===== config.mk =====
export PLATFORM = sky130hd
export DESIGN_NAME = thermo_display_ctrl
export DESIGN_NICKNAME = d
export VERILOG_FILES = /design/src/rtl/thermo_pkg.sv /design/src/rtl/btn_debounce.sv /design/src/rtl/thermo_display_ctrl.sv
export SDC_FILE = /design/constraint.sdc
export NUM_CORES = 1
export LEC_CHECK = 0
export CAP_MARGIN = 0
export CORE_MARGIN = 2
export CORE_UTILIZATION = 63
export DETAILED_ROUTE_END_ITERATION = 8
export PLACE_DENSITY = 0.93
export SETUP_SLACK_MARGIN = 0.4
export SYNTH_ARGS = -nofsm -noshare
export SYNTH_HDL_FRONTEND = slang
export SYNTH_HIERARCHICAL = 1
export SYNTH_SLANG_ARGS = --single-unit

===== constraint.sdc =====
create_clock -name main_clk -period 4.75 [get_ports main_clk]
set_input_delay 0.475 -clock main_clk [delete_from_list [all_inputs] [get_ports main_clk]]
set_output_delay 0.475 -clock main_clk [all_outputs]
set_load 0.02 [all_outputs]

===== src/rtl/thermo_pkg.sv =====
// Shared types and glyph constants for the thermostat front-end.
// Glyphs are active-low, {a,b,c,d,e,f,g} in bits [6:0].
package thermo_pkg;

    localparam logic [6:0] GLYPH_0     = 7'h01;
    localparam logic [6:0] GLYPH_1     = 7'h4F;
    localparam logic [6:0] GLYPH_2     = 7'h12;
    localparam logic [6:0] GLYPH_3     = 7'h06;
    localparam logic [6:0] GLYPH_4     = 7'h4C;
    localparam logic [6:0] GLYPH_5     = 7'h24;
    localparam logic [6:0] GLYPH_6     = 7'h20;
    localparam logic [6:0] GLYPH_7     = 7'h0F;
    localparam logic [6:0] GLYPH_8     = 7'h00;
    localparam logic [6:0] GLYPH_9     = 7'h04;
    localparam logic [6:0] GLYPH_C     = 7'h31;
    localparam logic [6:0] GLYPH_F     = 7'h38;
    localparam logic [6:0] GLYPH_DEG   = 7'h1C;
    localparam logic [6:0] GLYPH_DASH  = 7'h7E;
    localparam logic [6:0] GLYPH_BLANK = 7'h7F;

    typedef enum logic [1:0] {
        ST_IDLE,
        ST_HEAT,
        ST_COOL
    } state_t;

    typedef enum logic [2:0] {
        SC_UNIT,
        SC_DEG,
        SC_T_ONES,
        SC_T_TENS,
        SC_SP_ONES,
        SC_SP_TENS
    } slot_t;

    function automatic slot_t slot_of(input logic [2:0] idx);
        slot_t s;
        case (idx)
            3'd0, 3'd4: s = SC_UNIT;
            3'd1, 3'd5: s = SC_DEG;
            3'd2:       s = SC_T_ONES;
            3'd3:       s = SC_T_TENS;
            3'd6:       s = SC_SP_ONES;
            default:    s = SC_SP_TENS;
        endcase
        return s;
    endfunction

    function automatic logic [6:0] digit_glyph(input logic [3:0] d);
        logic [6:0] g;
        case (d)
            4'd0:    g = GLYPH_0;
            4'd1:    g = GLYPH_1;
            4'd2:    g = GLYPH_2;
            4'd3:    g = GLYPH_3;
            4'd4:    g = GLYPH_4;
            4'd5:    g = GLYPH_5;
            4'd6:    g = GLYPH_6;
            4'd7:    g = GLYPH_7;
            4'd8:    g = GLYPH_8;
            4'd9:    g = GLYPH_9;
            default: g = GLYPH_DASH;
        endcase
        return g;
    endfunction

endpackage


===== src/rtl/btn_debounce.sv =====
// Button conditioner: 2-FF sync, stability debounce, edge step and
// auto-repeat. hold suppresses steps and parks the repeat timer.
module btn_debounce #(
    parameter int unsigned DEB_CYCLES = 250000,
    parameter int unsigned RPT_DELAY  = 50000000,
    parameter int unsigned RPT_PERIOD = 10000000
) (
    input  logic clk,
    input  logic rst_n,
    input  logic btn,
    input  logic hold,
    output logic level,
    output logic step_pulse
);

    localparam int DW = (DEB_CYCLES > 1) ? $clog2(DEB_CYCLES) : 1;
    localparam int RW = $clog2(RPT_DELAY + 1);
    localparam logic [DW-1:0] DEB_LAST = DW'(DEB_CYCLES - 1);
    localparam logic [RW-1:0] RPT_FIRE = RW'(RPT_DELAY);
    localparam logic [RW-1:0] RPT_LOAD = RW'(RPT_DELAY - RPT_PERIOD + 1);

    logic          sync1;
    logic          sync2;
    logic          level_q;
    logic [DW-1:0] deb_cnt;
    logic [RW-1:0] rpt_cnt;

    // Two-stage synchroniser for the raw asynchronous input.
    always_ff @(posedge clk or negedge rst_n) begin
        if (!rst_n) begin
            sync1 <= 1'b0;
            sync2 <= 1'b0;
        end else begin
            sync1 <= btn;
            sync2 <= sync1;
        end
    end

    // Accept a new level only after DEB_CYCLES consecutive differing samples.
    always_ff @(posedge clk or negedge rst_n) begin
        if (!rst_n) begin
            level   <= 1'b0;
            deb_cnt <= '0;
        end else if (sync2 == level) begin
            deb_cnt <= '0;
        end else if (deb_cnt == DEB_LAST) begin
            level   <= sync2;
            deb_cnt <= '0;
        end else begin
            deb_cnt <= deb_cnt + 1'b1;
        end
    end

    // Repeat timer: counts while held, reloads so later fires are RPT_PERIOD apart.
    always_ff @(posedge clk or negedge rst_n) begin
        if (!rst_n) begin
            level_q <= 1'b0;
            rpt_cnt <= '0;
        end else begin
            level_q <= level;
            if (!level || hold) begin
                rpt_cnt <= '0;
            end else if (rpt_cnt == RPT_FIRE) begin
                rpt_cnt <= RPT_LOAD;
            end else begin
                rpt_cnt <= rpt_cnt + 1'b1;
            end
        end
    end

    assign step_pulse = level & ~hold & (~level_q | (rpt_cnt == RPT_FIRE));

endmodule


===== src/rtl/thermo_display_ctrl.sv =====
// Thermostat front-end: setpoints, hysteresis heat/cool control and
// an 8-digit multiplexed seven-segment display.
import thermo_pkg::*;

module thermo_display_ctrl #(
    parameter int TW         = 8,
    parameter int SCAN_DIV   = 100000,
    parameter int DEB_CYCLES = 250000,
    parameter int RPT_DELAY  = 50000000,
    parameter int RPT_PERIOD = 10000000,
    parameter int HYST       = 1,
    parameter int SPF_INIT   = 80,
    parameter int SPF_MIN    = 40,
    parameter int SPF_MAX    = 99,
    parameter int SPC_INIT   = 15,
    parameter int SPC_MIN    = 5,
    parameter int SPC_MAX    = 37
) (
    input  logic          main_clk,
    input  logic          rst_n,
    input  logic          unit_sel,
    input  logic          btn_up,
    input  logic          btn_down,
    input  logic [TW-1:0] temp_c,
    input  logic [TW-1:0] temp_f,
    output logic          heat,
    output logic          cool,
    output logic [6:0]    seg,
    output logic [7:0]    an
);

    localparam int TW1 = TW + 1;
    localparam int SCW = (SCAN_DIV > 1) ? $clog2(SCAN_DIV) : 1;
    localparam logic [SCW-1:0] SCAN_LAST = SCW'(SCAN_DIV - 1);
    localparam logic [TW:0]    HYST_W    = TW1'(HYST);
    localparam logic [TW-1:0]  SPF_LO    = TW'(SPF_MIN);
    localparam logic [TW-1:0]  SPF_HI    = TW'(SPF_MAX);
    localparam logic [TW-1:0]  SPC_LO    = TW'(SPC_MIN);
    localparam logic [TW-1:0]  SPC_HI    = TW'(SPC_MAX);

    logic           up_level, up_step;
    logic           dn_level, dn_step;
    logic           both;
    logic [TW-1:0]  spf, spc;
    logic [TW-1:0]  sp, t;
    logic [TW:0]    sp_w, t_w;
    logic           unit_q;
    state_t         state;
    logic [SCW-1:0] scan_cnt;
    logic [2:0]     idx;
    logic           load;
    logic [6:0]     seg_next;
    logic [13:0]    t_pair, sp_pair;

    assign both = up_level & dn_level;

    btn_debounce #(
        .DEB_CYCLES (DEB_CYCLES),
        .RPT_DELAY  (RPT_DELAY),
        .RPT_PERIOD (RPT_PERIOD)
    ) u_up (
        .clk        (main_clk),
        .rst_n      (rst_n),
        .btn        (btn_up),
        .hold       (both),
        .level      (up_level),
        .step_pulse (up_step)
    );

    btn_debounce #(
        .DEB_CYCLES (DEB_CYCLES),
        .RPT_DELAY  (RPT_DELAY),
        .RPT_PERIOD (RPT_PERIOD)
    ) u_dn (
        .clk        (main_clk),
        .rst_n      (rst_n),
        .btn        (btn_down),
        .hold       (both),
        .level      (dn_level),
        .step_pulse (dn_step)
    );

    assign sp   = unit_sel ? spc : spf;
    assign t    = unit_sel ? temp_c : temp_f;
    assign sp_w = {1'b0, sp};
    assign t_w  = {1'b0, t};

    // Saturating step of the active unit's setpoint; inactive one is kept.
    always_ff @(posedge main_clk or negedge rst_n) begin
        if (!rst_n) begin
            spf <= TW'(SPF_INIT);
            spc <= TW'(SPC_INIT);
        end else if (unit_sel) begin
            if (up_step && spc < SPC_HI) begin
                spc <= spc + 1'b1;
            end else if (dn_step && spc > SPC_LO) begin
                spc <= spc - 1'b1;
            end
        end else begin
            if (up_step && spf < SPF_HI) begin
                spf <= spf + 1'b1;
            end else if (dn_step && spf > SPF_LO) begin
                spf <= spf - 1'b1;
            end
        end
    end

    // Hysteresis FSM with registered heat/cool; a unit change forces IDLE.
    always_ff @(posedge main_clk or negedge rst_n) begin
        if (!rst_n) begin
            state  <= ST_IDLE;
            heat   <= 1'b0;
            cool   <= 1'b0;
            unit_q <= 1'b0;
        end else begin
            unit_q <= unit_sel;
            if (unit_sel != unit_q) begin
                state <= ST_IDLE;
                heat  <= 1'b0;
                cool  <= 1'b0;
            end else begin
                unique case (state)
                    ST_IDLE: begin
                        if (t_w + HYST_W < sp_w) begin
                            state <= ST_HEAT;
                            heat  <= 1'b1;
                        end else if (t_w > sp_w + HYST_W) begin
                            state <= ST_COOL;
                            cool  <= 1'b1;
                        end
                    end
                    ST_HEAT: begin
                        if (t_w >= sp_w) begin
                            state <= ST_IDLE;
                            heat  <= 1'b0;
                        end
                    end
                    ST_COOL: begin
                        if (t_w <= sp_w) begin
                            state <= ST_IDLE;
                            cool  <= 1'b0;
                        end
                    end
                    default: begin
                        state <= ST_IDLE;
                        heat  <= 1'b0;
                        cool  <= 1'b0;
                    end
                endcase
            end
        end
    end

    // Slot timer; load marks the cycle after the digit index moved.
    always_ff @(posedge main_clk or negedge rst_n) begin
        if (!rst_n) begin
            scan_cnt <= '0;
            idx      <= '0;
            load     <= 1'b0;
        end else begin
            load <= 1'b0;
            if (scan_cnt == SCAN_LAST) begin
                scan_cnt <= '0;
                idx      <= idx + 1'b1;
                load     <= 1'b1;
            end else begin
                scan_cnt <= scan_cnt + 1'b1;
            end
        end
    end

    function automatic logic [13:0] render_pair(input logic [TW-1:0] v);
        logic [3:0] tens;
        logic [3:0] ones;
        tens = 4'(v / TW'(10));
        ones = 4'(v % TW'(10));
        if (v > TW'(99)) begin
            return {GLYPH_DASH, GLYPH_DASH};
        end
        return {(tens == 4'd0) ? GLYPH_BLANK : digit_glyph(tens),
                digit_glyph(ones)};
    endfunction

    assign t_pair  = render_pair(t);
    assign sp_pair = render_pair(sp);

    // Pick the glyph for the current slot.
    always_comb begin
        seg_next = GLYPH_BLANK;
        unique case (slot_of(idx))
            SC_UNIT:    seg_next = unit_sel ? GLYPH_C : GLYPH_F;
            SC_DEG:     seg_next = GLYPH_DEG;
            SC_T_ONES:  seg_next = t_pair[6:0];
            SC_T_TENS:  seg_next = t_pair[13:7];
            SC_SP_ONES: seg_next = sp_pair[6:0];
            SC_SP_TENS: seg_next = sp_pair[13:7];
            default:    seg_next = GLYPH_BLANK;
        endcase
    end

    // an and seg move together once per slot so a slot never mixes indices.
    always_ff @(posedge main_clk or negedge rst_n) begin
        if (!rst_n) begin
            an  <= 8'hFF;
            seg <= GLYPH_BLANK;
        end else if (load) begin
            an  <= ~(8'b1 << idx);
            seg <= seg_next;
        end
    end

endmodule


Yosys cells after proc, flatten, opt, wreduce, memory -nomap -nowiden
Memory sizes are Yosys's and may differ from the RTL's.
Index checks and enable logic that the tools add are counted.
{"block": "totals", "inputBits": 21, "romBits": 448, "mem_count": 4, "ff_bits": 153}
{"block": "classes", "div": 4, "n_reduce_logical": 24, "n_eq_ne": 29, "n_mux": 42, "magnitude_cmp": 10, "shifts": 1, "addsub": 12, "n_bitwise": 14}
{"memory": "(name not given)", "depth": 16, "word_bits": 7, "read_ports": 1, "rd_ports_with_merged_regs": 0, "write_ports": 0, "line": "thermo_pkg.sv:51", "rtl": "case (d)"}
{"memory": "(name not given)", "depth": 16, "word_bits": 7, "read_ports": 1, "rd_ports_with_merged_regs": 0, "write_ports": 0, "line": "thermo_pkg.sv:51"}
{"memory": "(name not given)", "depth": 16, "word_bits": 7, "read_ports": 1, "rd_ports_with_merged_regs": 0, "write_ports": 0, "line": "thermo_pkg.sv:51"}
{"memory": "(name not given)", "depth": 16, "word_bits": 7, "read_ports": 1, "rd_ports_with_merged_regs": 0, "write_ports": 0, "line": "thermo_pkg.sv:51"}
{"operator": "two-way mux 26 bit", "n": 4}
{"operator": "two-way mux 18 bit", "n": 4}
{"operator": "two-way mux 14 bit", "n": 4}
{"operator": "adder 26 x 1 -> 26 bit, second input constant", "n": 2}
{"operator": "== test 26 bit, second input constant", "n": 2}
{"operator": "two-way mux 8 bit", "n": 6}
{"operator": "case mux 7 bit (6 select lines)", "n": 1}
{"operator": "adder 18 x 1 -> 18 bit, second input constant", "n": 2}
{"operator": "== test 18 bit, second input constant", "n": 2}
{"operator": "adder 8 x 1 -> 9 bit, second input constant", "n": 2}
{"operator": "adder 17 x 1 -> 17 bit, second input constant", "n": 1}
{"operator": "== test 17 bit, second input constant", "n": 1}
{"operator": "two-way mux 17 bit", "n": 1}
{"operator": "adder 8 x 1 -> 8 bit, second input constant", "n": 2}
{"operator": "divider 8 x 4 -> 8 bit, second input constant", "n": 2}
{"operator": "greater-than comparator 8 x 7 -> 1 bit, second input constant", "n": 2}
{"operator": "modulo 8 x 4 -> 8 bit, second input constant", "n": 2}
{"operator": "subtractor 8 x 1 -> 8 bit, second input constant", "n": 2}
{"operator": "== test 3 bit, second input constant", "n": 5}
{"operator": "!= test 3 bit, second input constant", "n": 5}
{"operator": "case mux 3 bit (5 select lines)", "n": 1}
{"operator": "two-way mux 7 bit", "n": 2}
{"operator": "== test 3 x 2 -> 1 bit, second input constant", "n": 4}
{"operator": "two-way mux 1 bit", "n": 10}
{"operator": "other kinds (36)", "n": 67}

Depth between registers and ports, before layout
{"block": "logic_depth", "ltp_word": 7, "mapped_depth": 19, "mapped_depth_nobuf": 18}

By module
The synthesis kept the hierarchy.
{"mod": "thermo_display_ctrl", "instances": 1, "seq_area_each_um2": 1452.6, "cells_per_inst": 747, "area_each_um2": 6200.9}
{"mod": "btn_debounce", "instances": 2, "seq_area_each_um2": 1201.2, "cells_per_inst": 251, "area_each_um2": 2464.9}

Worst setup path before layout
Ideal clock, no wire load.
{"block": "synth_path", "path_type": "input port to flip-flop", "start": "input port unit_sel", "end": "register seg[5]", "required_ns": 4.665, "slack_ns": 0.707, "stages": 19, "t_arrival_ns": 3.958, "path_cell_list": "buf_6 > buf_12 > clkbuf_1 > mux2i_1 > ha_1 > nand2_1 > nor2_1 > mux2i_1 > o31ai_1 > a21oi_1 > or3b_1 > buf_2 > inv_1 > ha_1 > a21boi_0 > a21oi_1 > or4_1 > a21oi_1 > a31oi_1"}
{"block": "synth_via", "elab_chain_len": 6}
{"item": "start: declaration", "line": "thermo_display_ctrl.sv:21", "rtl": "input logic unit_sel,"}
{"item": "two-way mux 8 bit (on tied branches)", "line": "thermo_display_ctrl.sv:83, thermo_display_ctrl.sv:84"}
{"item": "divider 8 x 4 -> 8 bit", "line": "thermo_display_ctrl.sv:175", "rtl": "tens = 4'(v / TW'(10));"}
{"item": "memory read (16 x 7 bit) or zero test 4 bit (tied branches)"}
{"item": "two-way mux 7 bit", "line": "thermo_display_ctrl.sv:180", "rtl": "return {(tens == 4'd0) ? GLYPH_BLANK : digit_glyph(tens),"}
{"item": "two-way mux 14 bit", "line": "thermo_display_ctrl.sv:180"}
{"item": "case mux 7 bit (6 select lines) (*)", "line": "thermo_display_ctrl.sv:190", "rtl": "unique case (slot_of(idx))"}
{"item": "end signal: assignment", "line": "thermo_display_ctrl.sv:208", "rtl": "seg <= seg_next;"}
{"item": "end: declaration", "line": "thermo_display_ctrl.sv:28", "rtl": "output logic [6:0] seg,"}
Mark *: on every way between the ends. The rest lies on a longest branch, timed or not.
A chain may end at the register's enable or synchronous reset.

Final worst setup path
{"block": "layout_path", "start": "input port unit_sel", "end": "register seg[3]"}
The elaborated chain is that of the path after synthesis.

==> reports/qor.csv <==
stage;metric;value;unit
detailed_routing;top_layer;met4;
timing;tightest_slew;1.26;ns
detailed_routing;drc;0;
timing;drv_slew;0;
timing;fin_crit_sh;87.9;%
floorplan;placementRows;48;
critical_path;rrSetupSlack;0.68;ns
timing;period_minus_slack;4.17;ns
detailed_routing;ant_nets;0;
grt;grt_max_degree;115;
synthesis;yosysWarnings;6;
synthesis;synth_area;11100;um2
detailed_routing;vias;9850;
critical_path;criticalPathCategory;in -> reg;
critical_path;worstPathArrival;4.52;ns
critical_path;critical_path.startpoint_type;input pin;
critical_path;timing.rr.start;u_up/rpt_cnt[9]$_DFF_PN0_;
cells_and_area;area_growth;11.7;%
timing;tns;0;ns
synthesis;syn-instance-count;1249;
floorplan;die_h;137;um
cells_and_area;final_nets;1392;
clock_network;hold_buffers;0;
floorplan;die_w;137;um
timing;rsz0062_at_grt;true;
detailed_routing;wl_met3;1.62;mm
floorplan;io_pins;38;
clock_network;numCtsBuffers;17;
timing;slew_headroom;15.0;%
critical_path;crit_path_end_kind;register;
detailed_routing;wl_per_cell;17.4;um
synthesis;syn_nets;1351;
grt;antenna_found_initial;0;
floorplan;dieArea;18700;um2
placed_design;hpwl;18.1;mm
detailed_routing;wl_met2;12.7;mm
detailed_routing;wirelength;26.6;mm
clock_network;cts.sinks;153;
detailed_routing;drt_iter0_markers;985;
floorplan;initial_utilization;64.4;%
power_and_ir_drop;total_leakage_power;0.00502;uW
run;max-cap-violations;0;
detailed_routing;wl_met1;11.6;mm
critical_path;critPathRequiredTime;5.09;ns
floorplan;fp.coreArea;17300;um2
clock_network;cts.clk_slew.worst_paths;0.07;ns
placed_design;globalplace.congestion;0.931;
clock_network;clock_latency;0.43;ns
critical_path;crit_path_max_fanout;24;
synthesis;synth_edf_count;0;
run_status;outcome;completed;
timing;fmax;240;MHz
clock_network;cts.htree.levels;4;
grt;grt_pass1_vias;9302;
cells_and_area;layout_common_cells;dfrtp_1, nor2_1, nand2_1;
placed_design;post_dp_cell_area;11800;um2
timing;hold_slack;0.145;ns
critical_path;reg2reg_depth;15;
timing;setup_viol;0;
synthesis;ys.flop_type;dfrtp_1;
clock_network;clock_path_buffers;2;
cells_and_area;final_cell_area;12400;um2
clock_network;cts_tree;done;
worst_hold_path;hold_class;in -> async;
detailed_routing;via_per_inst;6.45;
synthesis;ys_ff_latch;153;
cells_and_area;n_antenna_cell;0;
cells_and_area;layout_commonest_cell;dfrtp_1;
clock_network;clock-root-buffer;clkbuf_16;
power_and_ir_drop;power;3260;uW
timing;finalHoldViolations;0;
synthesis;synth.avg_cell_area;8.91;um2
synthesis;yosysSeqAreaShare;34.6;%
synthesis;ys_types;89;
cells_and_area;drive_above_1_share;12.1;%
grt;overflow;0;
power_and_ir_drop;peakVddDrop;0.325;mV
detailed_routing;first_pass_iters;5;
grt;grt_usage;29.2;%
critical_path;timing.rr.end;spf[7]$_DFFE_PN0P_;
placed_design;io_buffers;37;
power_and_ir_drop;p_per_area;263;nW/um2
grt;grt_pass1_wl;44.4;mm
timing;final.setup_skew;0.00763;ns
synthesis;synth-async-reset-ratio;100;%
==> stage by stage <==
stage	instances	util (%)	worst slack, ns
2_1_floorplan	1249	-	0.707
3_3_place_gp	1496	68.2	0.158
3_5_place_dp	1496	68.2	0.00900
4_1_cts	1528	71.7	0.455
5_1_grt	1528	71.9	0.343
6_report	1528	71.9	0.576
==> critical path, cell delays in order <==
cell and delay, ns:
clkdlybuf4s50_1 0.51, buf_12 0.22, mux2i_4 0.38, buf_4 0.23, xnor2_2 0.19, o22ai_2 0.17, and2_0 0.19, a221o_1 0.26
a21oi_1 0.20, or3b_4 0.46, ha_1 0.21, o311ai_0 0.35, a21oi_1 0.13, a2111oi_1 0.35, a41oi_1 0.16
==> cell type report <==
class,instances,area [um2]
Multi-Input combinational cell,995,6870
Timing Repair Buffer,66,602
Tap cell,225,282
Fill cell,1248,4860
Inverter,57,214
Clock inverter,15,184
Clock buffer,17,425
Sequential cell,153,3850
==> sequential cells by signal (all words and copies together) (netlist names), 2 cells and up <==
register,cells
seg,7
u_dn/deb_cnt,18
u_dn/rpt_cnt,26
spf,8
u_up/rpt_cnt,26
state,2
u_up/deb_cnt,18
an,8
scan_cnt,17
idx,3
spc,8
==> kinds of logic after synthesis <==
| group | Yosys count | synth area share, % |
|---|---|---|
| simple gates | 497 | 23.1 |
| buf+inv | 101 | 3.95 |
| flops | 153 | 34.6 |
| xor+xnor | 96 | 7.62 |
| fa+ha+maj | 81 | 9.24 |
| mux | 40 | 4.31 |
| compound gates | 281 | 17.1 |
==> routing by layer <==
layer	GRT usage, %	up-vias
li1	-	4644
met1	39.6	4738
met4	10.6	0
met2	46.4	390
met3	6.11	78
met5	0	-
==> synth_stat cells (5+ instances only) <==
cell	count	area (um2)
a211oi_1	7	52.6
a21o_1	18	135
a21oi_1	84	420
a31oi_1	12	75.1
and2_1	11	68.8
and3_1	14	87.6
and4_1	10	87.6
buf_2	11	55.1
clkbuf_1	26	97.6
dfrtp_1	132	3300
dfstp_2	21	552
ha_1	79	988
inv_1	49	184
inv_2	7	26.3
mux2_2	19	214
mux2i_1	16	160
nand2_1	91	342
nand2b_1	6	37.5
nand3_1	66	330
nand4_1	31	194
nor2_1	127	477
nor2b_1	14	87.6
nor3_1	33	165
nor4_1	22	138
o211ai_1	5	37.5
o21a_1	19	143
o21ai_0	53	265
o22ai_1	5	31.3
o311ai_0	5	43.8
o31ai_1	21	158
or2_2	6	37.5
or3_1	15	93.8
or4_1	20	150
xnor2_1	60	526
xor2_1	35	307
==> worst max-delay path by stage <==
stage / depth (start not counted) / slack, ns / endpoint / from
5_1_grt: 15 / 0.34 / seg[3]$_DFFE_PN1P_ / unit_sel
3_5_place_dp: 17 / 0.009 / seg[5]$_DFFE_PN1P_ / unit_sel
6_report: 15 / 0.58 / seg[3]$_DFFE_PN1P_ / unit_sel
2_1_floorplan: 19 / 0.71 / seg[5]$_DFFE_PN1P_ / unit_sel
3_3_place_gp: 15 / 0.16 / seg[3]$_DFFE_PN1P_ / unit_sel
4_1_cts: 17 / 0.45 / seg[5]$_DFFE_PN1P_ / unit_sel
==> report_power, final <==
part | internal, uW | switching [uW] | total [uW] | leakage (uW)
registers | 1320 | 16.2 | 1340 | 0.00202
clock network | 797 | 618 | 1410 | 0.000297
logic | 208 | 302 | 510 | 0.00270
total | 2330 | 936 | 3260 | 0.00502
==> timing repair <==
item / CTS / global route
buffers inserted: 0 / 0
gates resized for setup: 0 / 10
endpoints found under the setup margin: 0 / 10
Note: power is estimated with default switching activity, not from simulation.
